File: src/rtl/m_imem_writer.sv
// rtl/m_imem_writer.sv - RV32 instruction encoder and sequential loader for the 64-word imem
module m_imem_writer #(
    parameter int DEPTH = 64
) (
    input  logic                       w_clk,
    input  logic                       w_rst,
    input  logic                       w_valid,
    output logic                       w_ready,
    input  logic [2:0]                 w_type,
    input  logic [6:0]                 w_opcode,
    input  logic [2:0]                 w_funct3,
    input  logic [6:0]                 w_funct7,
    input  logic [4:0]                 w_rd,
    input  logic [4:0]                 w_rs1,
    input  logic [4:0]                 w_rs2,
    input  logic [31:0]                w_imm,
    input  logic                       w_last,
    output logic                       w_we,
    output logic [$clog2(DEPTH)-1:0]   w_waddr,
    output logic [31:0]                w_wdata,
    output logic [$clog2(DEPTH):0]     w_count,
    output logic                       w_done,
    output logic                       w_err
);
    localparam int AW = $clog2(DEPTH);

    typedef enum logic {
        S_LOAD = 1'b0,
        S_DONE = 1'b1
    } state_t;

    state_t          state_q;
    logic            we_q;
    logic [AW-1:0]   waddr_q;
    logic [31:0]     wdata_q;
    logic [AW:0]     count_q;
    logic            err_q;

    logic [31:0]     enc_d;
    logic            legal_d;
    logic            sx11_ok;
    logic            sx20_ok;
    logic            xfer;

    // Immediates that must fit a sign-extended 12-bit / 21-bit field.
    assign sx11_ok = (w_imm[31:11] == '0) || (w_imm[31:11] == '1);
    assign sx20_ok = (w_imm[31:20] == '0) || (w_imm[31:20] == '1);

    always_comb begin
        enc_d   = '0;
        legal_d = 1'b0;
        case (w_type)
            3'd0: begin
                enc_d   = {w_funct7, w_rs2, w_rs1, w_funct3, w_rd, w_opcode};
                legal_d = 1'b1;
            end
            3'd1: begin
                enc_d   = {w_imm[11:0], w_rs1, w_funct3, w_rd, w_opcode};
                legal_d = sx11_ok;
            end
            3'd2: begin
                enc_d   = {w_imm[11:5], w_rs2, w_rs1, w_funct3, w_imm[4:0], w_opcode};
                legal_d = sx11_ok;
            end
            3'd3: begin
                // Branch offset arrives in halfwords, so every bit sits one lower than the byte form.
                enc_d   = {w_imm[11], w_imm[9:4], w_rs2, w_rs1, w_funct3,
                           w_imm[3:0], w_imm[10], w_opcode};
                legal_d = sx11_ok;
            end
            3'd4: begin
                enc_d   = {w_imm[31:12], w_rd, w_opcode};
                legal_d = (w_imm[11:0] == '0);
            end
            3'd5: begin
                enc_d   = {w_imm[20], w_imm[10:1], w_imm[11], w_imm[19:12], w_rd, w_opcode};
                legal_d = ~w_imm[0] & sx20_ok;
            end
            default: begin
                enc_d   = '0;
                legal_d = 1'b0;
            end
        endcase
    end

    assign w_ready = (state_q == S_LOAD) && (count_q < (AW+1)'(DEPTH));
    assign xfer    = w_valid & w_ready;

    always_ff @(posedge w_clk) begin
        if (w_rst) begin
            state_q <= S_LOAD;
            we_q    <= 1'b0;
            waddr_q <= '0;
            wdata_q <= '0;
            count_q <= '0;
            err_q   <= 1'b0;
        end else begin
            we_q <= 1'b0;
            if (xfer) begin
                if (legal_d) begin
                    we_q    <= 1'b1;
                    waddr_q <= count_q[AW-1:0];
                    wdata_q <= enc_d;
                    count_q <= count_q + 1'b1;
                    if (count_q == (AW+1)'(DEPTH - 1)) begin
                        state_q <= S_DONE;
                    end
                end else begin
                    err_q <= 1'b1;
                end
                if (w_last) begin
                    state_q <= S_DONE;
                end
            end
        end
    end

    assign w_we    = we_q;
    assign w_waddr = waddr_q;
    assign w_wdata = wdata_q;
    assign w_count = count_q;
    assign w_done  = (state_q == S_DONE);
    assign w_err   = err_q;
endmodule
File: config.mk
export PLATFORM = sky130hd
export DESIGN_NAME = m_imem_writer
export DESIGN_NICKNAME = d
export VERILOG_FILES = /design/src/rtl/m_imem_writer.sv
export SDC_FILE = /design/constraint.sdc
export NUM_CORES = 1
export LEC_CHECK = 0
export CORE_MARGIN = 2
export CORE_UTILIZATION = 38
export CTS_CLUSTER_DIAMETER = 150
export DETAILED_ROUTE_END_ITERATION = 8
export PLACE_DENSITY_LB_ADDON = 0.1
export SYNTH_ARGS = -nofsm -noshare
export SYNTH_HDL_FRONTEND = slang
export SYNTH_SLANG_ARGS = --single-unit
File: constraint.sdc
create_clock -name w_clk -period 1.8 [get_ports w_clk]
set_clock_uncertainty 0.15 [all_clocks]
set_input_delay 0.18 -clock w_clk [delete_from_list [all_inputs] [get_ports w_clk]]
set_output_delay 0.18 -clock w_clk [all_outputs]
set_load 0.1 [all_outputs]
==> results of run 1 <==
## through the flow
step / worst slack (ps) / TNS (ps) / area [sq um]
3_3_place_gp: -782 / -32590 / 4960
6_report: -58.1 / -177 / 5320
3_5_place_dp: -777 / -32290 / 4960
2_1_floorplan: -437 / -15210 / 2860
5_1_grt: -96.0 / -1480 / 5320
4_1_cts: -7.56 / -8.82 / 5230
## layout make-up
type,count,share of cell area (%)
clock buffers,6,1.36
clock inverters,2,0.306
inverters,11,0.776
multi-input cells,228,35.3
flip-flops and latches,48,18.2
well taps,96,2.26
repair buffers,194,41.8
## kinds of logic after synthesis
| logic type | count (synthesis) | synth area share [%] |
|---|---|---|
| flip-flops | 48 | 35.1 |
| adder cells (fa/ha/maj) | 1 | 0.457 |
| AO/OA/AOI/OAI | 104 | 29.5 |
| multiplexers | 17 | 6.89 |
| buffers and inverters | 38 | 7.03 |
| AND/OR/NAND/NOR | 106 | 21.1 |
## flip-flops by register name (all words and copies together) (netlist names)
name and cells:
w_wdata 32, w_waddr 6, w_done 1, w_count 7
w_err 1, w_we 1
## worst max-delay path, stage by stage
cell and delay, ps:
buf_6 90, nor4_2 250, buf_4 150, nand3_2 70
a211o_1 360, a21o_1 280, a21oi_2 180, mux2_2 340
## worst min-delay path by stage
stage | start | endpoint | depth (start not counted)
finish | w_imm[12] | w_wdata[12] | 3
global route | w_imm[14] | w_wdata[14] | 3
CTS | w_rst | w_count[6] | 2
detailed placement | w_err | w_err | 2
global placement | w_err | w_err | 2
floorplan | w_opcode[0] | w_wdata[0] | 2
## synth_stat cells, types with 2 or more instances
cell and count:
dfxtp_1 48, a21oi_1 39, nor3_1 32, a211oi_2 20, nand3_1 17, nor2b_1 16
nor2_1 14, o21ai_0 13, clkbuf_1 12, inv_1 11, mux2_2 11, buf_2 7
nand2_1 7, a222oi_1 6, nor4_1 6, buf_4 5, mux2i_1 5, nand4_1 5
o22ai_1 5, a221oi_1 4, a21o_1 3, buf_6 3, a211o_1 2, o2111ai_2 2
o21ai_1 2, o32a_1 2
## repair_timing
action | 4_1_cts | 5_1_grt
endpoints found under the setup margin | 48 | 46
gates resized for setup | 141 | 34
hold buffers | 0 | 0
setup buffers | 7 | 3
pin swaps | 23 | 22
gates cloned | 1 | 0
## power by group through the flow
stage	Clock (mW)	Sequential [mW]	Combinational (mW)
2_1_floorplan	0	1.31	0.240
3_3_place_gp	0	1.14	0.838
3_5_place_dp	0	1.14	0.843
4_1_cts	0.667	1.12	0.854
5_1_grt	0.715	1.12	0.913
6_report	0.659	1.12	0.869
## metal layers
layer  GRT usage, %  wire [microns]  up-vias
met3           4.62             763       13
li1               -               -     1537
met4           7.16             154        0
met5              0               0        -
met1           33.5            4230     1491
met2           45.7            5120      120
==> key figures, run 1 <==
Drt
  – Final wirelength: 10,300 microns
  – Residual DRC: 0
  – Drt first-iter violations: 179
  – First-pass detailed-route iteration total: 4
  – Post-DR vias/cell: 5.40
  – Routed vias: 3,161
  – WL per Instance: 17.5 microns
  – DRT antenna net count: 0

Clocking
  – Clock sinks: 48
  – CTS Buf Count: 5
  – Clock Pin Slew Worst Setup and Hold Paths: 90 ps
  – Max clock buf depth: 2
  – Clock root buffer: clkbuf_8
  – TritonCTS clock tree: yes
  – Worst-Skew Late Latency: 310 ps
  – H-tree depth: 2

Floorplan
  – Die H: 88.9 microns
  – Full die area: 7910 sq um
  – Die X: 88.9 microns
  – IO Pins: 120
  – Initial Util: 39.9%
  – Floorplan row count: 30
  – Placeable Area: 6870 sq um

Yosys
  – Sequential area share after synthesis: 35.1%
  – Synth cell types: 43
  – Post-synth net total: 386
  – Mapped Cells: 314
  – FFs w/ async S/R, synth: 0%
  – Syn avg cell area: 8.73 sq um
  – Number of synthesized flops with an enable pin: 0
  – Warnings from Yosys: 0
  – Yosys reg bits: 48
  – Mapped cell area: 2740 sq um
  – Synth top area share: 35.1%
  – Ys flop type: dfxtp_1
  – Area leader, netlist: dfxtp_1
  – Dominant cells by area after synthesis: dfxtp_1 (35%), a211oi_2 (9.1%), a21oi_1 (7.1%)

Pwr
  – P_sw: 882 uW
  – Int Power: 1.77 mW
  – P per Cell Area: 497 nW/um^2
  – Static Leak: 2.08 nW
  – VDD IR-drop max: 498 uV
  – Sw Share: 33.3%
  – Logic pwr share: 32.8%
  – Sequential share of power: 42.2%
  – Tot Pwr: 2.65 mW
  – Clock power share: 24.9%

Global route
  – Number of global-route vias before repair: 3,209
  – Grt ovf: 0
  – First-pass GRT wire length: 16,000 microns
  – Antenna violations before repair: 0
  – Total GRT Usage: 26.2%
  – Largest net degree at the start of global routing: 25

STA
  – Fin. max-slew vios: 0
  – Hold_ws: 123 ps
  – Fmax: 538 MHz
  – Final count of hold timing violations: 0
  – Relative slew slack: 68.4%
  – Setup WS post-layout: -58.1 ps
  – Final min period: 1860 ps
  – Final cycle utilization of the critical path: 103%
  – Worst-Margin Slew: 473 ps
  – RSZ-0062 raised after global routing: true
  – Setup violators final: 7

Critical path
  – R2r setup slk: 90 ps
  – Required @ worst endpoint: 1860 ps
  – Critical path arrival: 1910 ps
  – Critical path startpoint category: input pin
  – Worst R2R End: w_count[3]
  – Worst setup path start: w_imm[9]
  – Critical Path Sink Type: register
  – Crit Path Max Fanout: 4
  – Critical Path End: w_count[3]
  – Worst r2r src: w_done
  – WS Path Type: input pin to register
  – Worst R2R Path Depth: 5

Final layout
  – Area occupied by multi-input gates: 1880 sq um
  – # nets final: 560
  – # fillers: 478
  – Diode count: 0
  – Layout Utilization: 77.5%
  – Most frequent cells in the layout: buf_4 (61), buf_12 (48), dfxtp_1 (46)
  – Most common cell after layout, fill and taps aside: buf_4
  – Post-Layout Cell Count: 585
  – Layout cell share with drive strength beyond 1: 48.3%
  – Sequential cell area: 968 sq um
  – P&R area growth vs syn: 94.2%

Placed design
  – Port Buffers: 119
  – Placed cell count: 566
  – HPWL Detailed: 7610 microns
  – GPL Wtd Cong: 0.937

Run
  – MaxCap Viol Count: 0

Min path
  – Worst min-delay path class: input pin to register

Status
  – Failing checks: setup timing
  – Status: finished with violations
(Power assumes the default switching activity.)
==> run 2, diff against run 1 <==
- CORE_MARGIN: 2 -> 1
- CORE_UTILIZATION: 38 -> 46
- clock period: 1.8 -> 2.3 ns (I/O delays scaled with it)
==> key figures, run 2 (same netlist as run 1, synthesis figures left out) <==
Pwr
  – Sw Share: 30.8% (-2.5 points)
  – P_sw: 630 uW (-29%)
  – P per Cell Area: 481 nW/um^2 (-3.4%)
  – Int Power: 1.41 mW (-20%)
  – VDD IR-drop max: 336 uV (-33%)
  – Static Leak: 1.70 nW (-18%)
  – Sequential share of power: 42.3% (about the same)
  – Logic pwr share: 28.5% (-4.3 points)
  – Clock power share: 29.2% (+4.3 points)
  – Tot Pwr: 2.04 mW (-23%)

Final layout
  – Most frequent cells in the layout: buf_4 (90), clkdlybuf4s50_1 (67), dfxtp_1 (46)
  – # fillers: 433 (-9.4%)
  – Area occupied by multi-input gates: 1610 sq um (-14%)
  – Sequential cell area: 968 sq um (unchanged)
  – Diode count: 0 (unchanged)
  – # nets final: 530 (-5.4%)
  – Layout cell share with drive strength beyond 1: 32.5% (-16 points)
  – Post-Layout Cell Count: 530 (-9.4%)
  – Most common cell after layout, fill and taps aside: buf_4
  – Max reg flops: 32 (unchanged)
  – Final Cell Area: 4250 sq um (-20%)
  – P&R area growth vs syn: 55.1%

Floorplan
  – Initial Util: 48.9% (+9.0 points)
  – Floorplan row count: 27 (-10%)
  – Die H: 79.2 microns (-11%)
  – Full die area: 6270 sq um (-21%)
  – Placeable Area: 5610 sq um (-18%)
  – IO Pins: 120 (unchanged)
  – Die X: 79.2 microns (-11%)

Clocking
  – H-tree depth: 2 (unchanged)
  – Worst-Skew Late Latency: 300 ps (about the same)
  – Hold Buf Count CTS: 0 (unchanged)
  – Max clock buf depth: 2 (unchanged)
  – Clock Pin Slew Worst Setup and Hold Paths: 80 ps (about the same)
  – CTS Buf Count: 5 (unchanged)
  – Post-CTS Setup Bufs: 0 (-7)
  – TritonCTS clock tree: yes
  – Clock root buffer: clkbuf_8
  – Clock sinks: 48 (unchanged)
  – CTS resizes: 0 (-100%)

STA
  – Fmax: 453 MHz
  – Final cycle utilization of the critical path: 96.1%
  – Fin. max-slew vios: 0 (unchanged)
  – Final min period: 2210 ps
  – Setup violators final: 0 (-7)
  – Final count of hold timing violations: 0 (unchanged)
  – Relative slew slack: 67.3% (-1.1 points)
  – RSZ-0062 raised after global routing: true
  – Worst-Margin Slew: 491 ps (+17.8 ps)

Critical path
  – Required @ worst endpoint: 2350 ps (+490 ps)
  – WS Path Type: input pin to register
  – Worst r2r src: w_done
  – Critical path arrival: 2260 ps (+350 ps)
  – Critical Path Sink Type: register
  – Worst R2R End: w_count[5]
  – Worst R2R Path Depth: 5 (unchanged)
  – Critical path startpoint category: input pin
  – Crit Path Max Fanout: 6 (+2)
  – R2r setup slk: 630 ps (+540 ps)

Drt
  – First-pass detailed-route iteration total: 5 (+1)
  – Residual DRC: 0 (unchanged)
  – Routed vias: 3,056 (-3.3%)
  – Drt first-iter violations: 160 (-11%)
  – Final wirelength: 8790 microns (-14%)
  – DRT antenna net count: 0 (unchanged)
  – WL per Instance: 16.6 microns (-5.4%)
  – Post-DR vias/cell: 5.77 (+6.7%)

Placed design
  – GPL Wtd Cong: 0.866 (-7.6%)
  – Placed cell count: 523 (-7.6%)
  – Placed inst area: 4120 sq um (-17%)
  – HPWL Detailed: 6680 microns (-12%)
  – Port Buffers: 119 (unchanged)

Global route
  – Grt ovf: 0 (unchanged)
  – Total GRT Usage: 27.6% (+1.3 points)
  – First-pass GRT wire length: 13,600 microns (-15%)
  – Number of global-route vias before repair: 2,822 (-12%)
  – Largest net degree at the start of global routing: 26 (+4.0%)
  – Antenna violations before repair: 0 (unchanged)

Min path
  – Hold Crit Endpoint: w_wdata[4]
  – Worst min-delay path class: input pin to register
  – Hold_sp: w_rst
  – Hold depth: 2 (-1)

Status
  – Status: finished, final reports clean

Run
  – MaxCap Viol Count: 0 (unchanged)
==> run 2: cell types whose count changed in the layout (fill, tap and decap cells not counted), sizes merged <==
cell	change
clkinvlp	-1
clkinv	-1
clkdlybuf4s50	+33
clkdlybuf4s15	-3
dlymetal6s2s	+1
clkbuf	-5
dlygate4sd2	-7
buf	-49
bufinv	+1
==> run 2: layout make-up <==
class / instances / area share, %
repair buffers: 164 / 33.9
clock buffers: 6 / 1.71
clock inverters: 1 / 0.707
flip-flops and latches: 48 / 22.8
multi-input cells: 228 / 37.9
well taps: 72 / 2.12
inverters: 11 / 0.971
==> run 2: power by group through the flow <==
stage	Clock (mW)	Sequential, mW	Combinational [mW]
floorplan	0	1.03	0.180
global placement	0	0.882	0.568
detailed placement	0	0.882	0.576
CTS	0.606	0.863	0.579
global route	0.643	0.865	0.611
finish	0.597	0.863	0.583
==> run 2: worst max path at each step <==
stage / end / depth (start not counted) / startpoint
after global routing: w_waddr[3] / 9 / w_imm[20]
final: w_count[4] / 8 / w_imm[6]
after floorplan: w_count[5] / 5 / w_done
after detailed placement: w_count[5] / 8 / w_imm[6]
after global placement: w_count[5] / 8 / w_imm[6]
after CTS: w_count[5] / 8 / w_imm[6]
==> run 2: routing by layer <==
| layer | vias to the layer above | track usage (%) | wire length (microns) |
|---|---|---|---|
| li1 | 1474 | - | - |
| met1 | 1423 | 35.2 | 3740 |
| met2 | 150 | 46.1 | 4230 |
| met3 | 9 | 6.78 | 746 |
| met4 | 0 | 7.45 | 82 |
| met5 | - | 0 | 0 |
==> run 2: per-stage QoR <==
step	util (%)	TNS, ps	hold WS [ps]	setup WS (ps)
finish	75.8	0	210	90.1
global route	75.8	-106	229	-25.5
CTS	75.3	0	205	32.6
detailed placement	73.5	-10000	314	-293
global placement	73.5	-7170	302	-230
floorplan	-	0	237	3.72
==> run 2: critical path, stage by stage <==
cell	delay, ps
clkdlybuf4s50_1	460
nor4_2	270
buf_4	140
nand3_1	70
a211o_1	340
a21oi_4	240
o2111ai_2	170
mux2_4	320
==> run 3, diff against run 2 <==
- GPL_TIMING_DRIVEN: not set -> 0
==> key figures, run 3 (same netlist as run 1, synthesis figures left out) <==
STA
  – Fmax: 441 MHz (-2.6%)
  – Hold_ws: 235 ps (+24.7 ps)
  – Setup violators final: 0 (unchanged)
  – Relative slew slack: 31.9% (-35 points)
  – Worst-Margin Slew: 1020 ps (+528 ps)
  – Final min period: 2270 ps (+58.6 ps)
  – Final cycle utilization of the critical path: 98.6% (+2.5 points)
  – Fin. max-slew vios: 0 (unchanged)
  – TNS Setup: 0 ps (unchanged)
  – Final count of hold timing violations: 0 (unchanged)

Drt
  – Final wirelength: 8680 microns (-1.3%)
  – WL met2: 4110 microns (-2.8%)
  – Residual DRC: 0 (unchanged)
  – Routed vias: 2,979 (-2.5%)
  – Post-DR vias/cell: 5.83 (+1.1%)
  – Highest metal used: met4
  – DRT antenna net count: 0 (unchanged)
  – Post-route met1 wirelength: 3730 microns (-0.21%)
  – WL per Instance: 17.0 microns (+2.4%)
  – Routed wire length on met3: 702 microns (-5.9%)
  – Drt first-iter violations: 188 (+18%)
  – First-pass detailed-route iteration total: 4 (-1)

Final layout
  – Final Cell Area: 4220 sq um (-0.74%)
  – # nets final: 511 (-3.6%)
  – Most common cell after layout, fill and taps aside: clkdlybuf4s50_1
  – Layout cell share with drive strength beyond 1: 18.2% (-14 points)
  – P&R area growth vs syn: 54.0%
  – Most frequent cells in the layout: clkdlybuf4s50_1 (109), dfxtp_1 (46), a21oi_1 (37)
  – Max reg flops: 32 (unchanged)
  – Diode count: 0 (unchanged)
  – # fillers: 455 (+5.1%)

Clocking
  – Clock root buffer: clkbuf_8
  – CTS Buf Count: 5 (unchanged)
  – Hold Buf Count CTS: 0 (unchanged)
  – Clock sinks: 48 (unchanged)
  – TritonCTS clock tree: yes
  – Clock Pin Slew Worst Setup and Hold Paths: 90 ps (about the same)
  – Worst-Skew Late Latency: 300 ps (about the same)
  – Max clock buf depth: 2 (unchanged)
  – H-tree depth: 2 (unchanged)

Critical path
  – CP max-delay cell: clkdlybuf4s50_1
  – WS Path Type: register to output port
  – Slowest Stage Delay on Critical Path: 1170 ps (+710 ps)
  – Critical path arrival: 1890 ps (-370 ps)
  – Critical path startpoint category: register
  – Critical Path Sink Type: output port
  – Crit Path Max Fanout: 5 (-1)
  – Bufs and invs on worst path: 1 (-1)
  – CP Cell Sequence: clkdlybuf4s50_1
  – Required @ worst endpoint: 1920 ps (-430 ps)
  – CP delay by family, top: buffers and inverters

Pwr
  – P per Cell Area: 477 nW/um^2 (-0.67%)
  – Static Leak: 1.53 nW (-10%)
  – Tot Pwr: 2.01 mW (-1.4%)
  – VDD IR-drop max: 428 uV (+28%)

Floorplan
  – Initial Util: 48.9% (unchanged)
  – Floorplan row count: 27 (unchanged)
  – Die H: 79.2 microns (unchanged)
  – Full die area: 6270 sq um (unchanged)
  – Die X: 79.2 microns (unchanged)
  – Placeable Area: 5610 sq um (unchanged)
  – IO Pins: 120 (unchanged)

Global route
  – First-pass GRT wire length: 13,400 microns (-1.8%)
  – Total GRT Usage: 27.2% (-0.42 points)
  – Largest net degree at the start of global routing: 15 (-42%)
  – Antenna violations before repair: 0 (unchanged)
  – Number of global-route vias before repair: 2,845 (+0.82%)
  – Grt ovf: 0 (unchanged)

Run
  – MaxCap Viol Count: 0 (unchanged)

Placed design
  – Port Buffers: 117 (-1.7%)
  – Placed inst area: 4020 sq um (-2.5%)
  – HPWL Detailed: 6410 microns (-4.1%)
  – GPL Wtd Cong: 0.915 (+5.6%)

Status
  – Status: finished, final reports clean

Min path
  – Worst min-delay path class: input pin to register
==> run 3: cell types whose count changed in the layout (fill, tap and decap cells not counted), moves of 3 or more <==
cell,delta
clkdlybuf4s50_1,+42
dlygate4sd2_1,+4
buf_2,+3
nor4_1,-3
clkbuf_1,+10
buf_4,-84
nor4_2,+3
clkbuf_4,+4
==> run 3: final timing paths <==
check | start | to | cells past startpoint | slack [ps]
worst max-delay path | w_count[5] | w_count[5] | 1 | 30
worst min-delay path | w_rst | w_count[2] | 3 | 230
worst max register to register | w_done | w_count[5] | 5 | 620
worst min register to register | w_err | w_err | 2 | 300
==> run 3: through the flow <==
| stage | instances | setup slack, ps | util, % |
|---|---|---|---|
| 5_1_grt | 511 | -16.1 | 75.2 |
| 2_1_floorplan | 314 | 3.72 | - |
| 3_3_place_gp | 503 | -303 | 71.7 |
| 3_5_place_dp | 503 | -371 | 71.7 |
| 6_report | 511 | 31.4 | 75.2 |
| 4_1_cts | 510 | 8.48 | 73.6 |
==> run 3: area by class of cell <==
type	instances	area (sq um)	area share (%)
Sequential cell	48	968	23.0
Inverter	11	41.3	0.979
Buffer	27	164	3.88
Clock inverter	1	30.0	0.712
Clock buffer	6	72.6	1.72
Tap cell	72	90.1	2.14
Timing Repair Buffer	118	1180	28.1
Multi-Input combinational cell	228	1670	39.6
==> run 3: routing by layer <==
metal	vias up	GRT usage (%)
li1	1429	-
met1	1406	32.9
met2	130	47.7
met3	14	5.17
met4	0	9.27
met5	-	0
==> run 3: power by group <==
part / internal [mW] / switching, mW / leakage [nW]
clock network: 0.319 / 0.276 / 0.0513
registers: 0.849 / 0.0123 / 0.390
logic: 0.221 / 0.336 / 1.08
total: 1.39 / 0.624 / 1.53
==> run 3: what timing repair did <==
action	in CTS	in global routing
buffers inserted	0	1
setup endpoints to repair	10	48
resized for setup	6	24
pin swaps	0	8
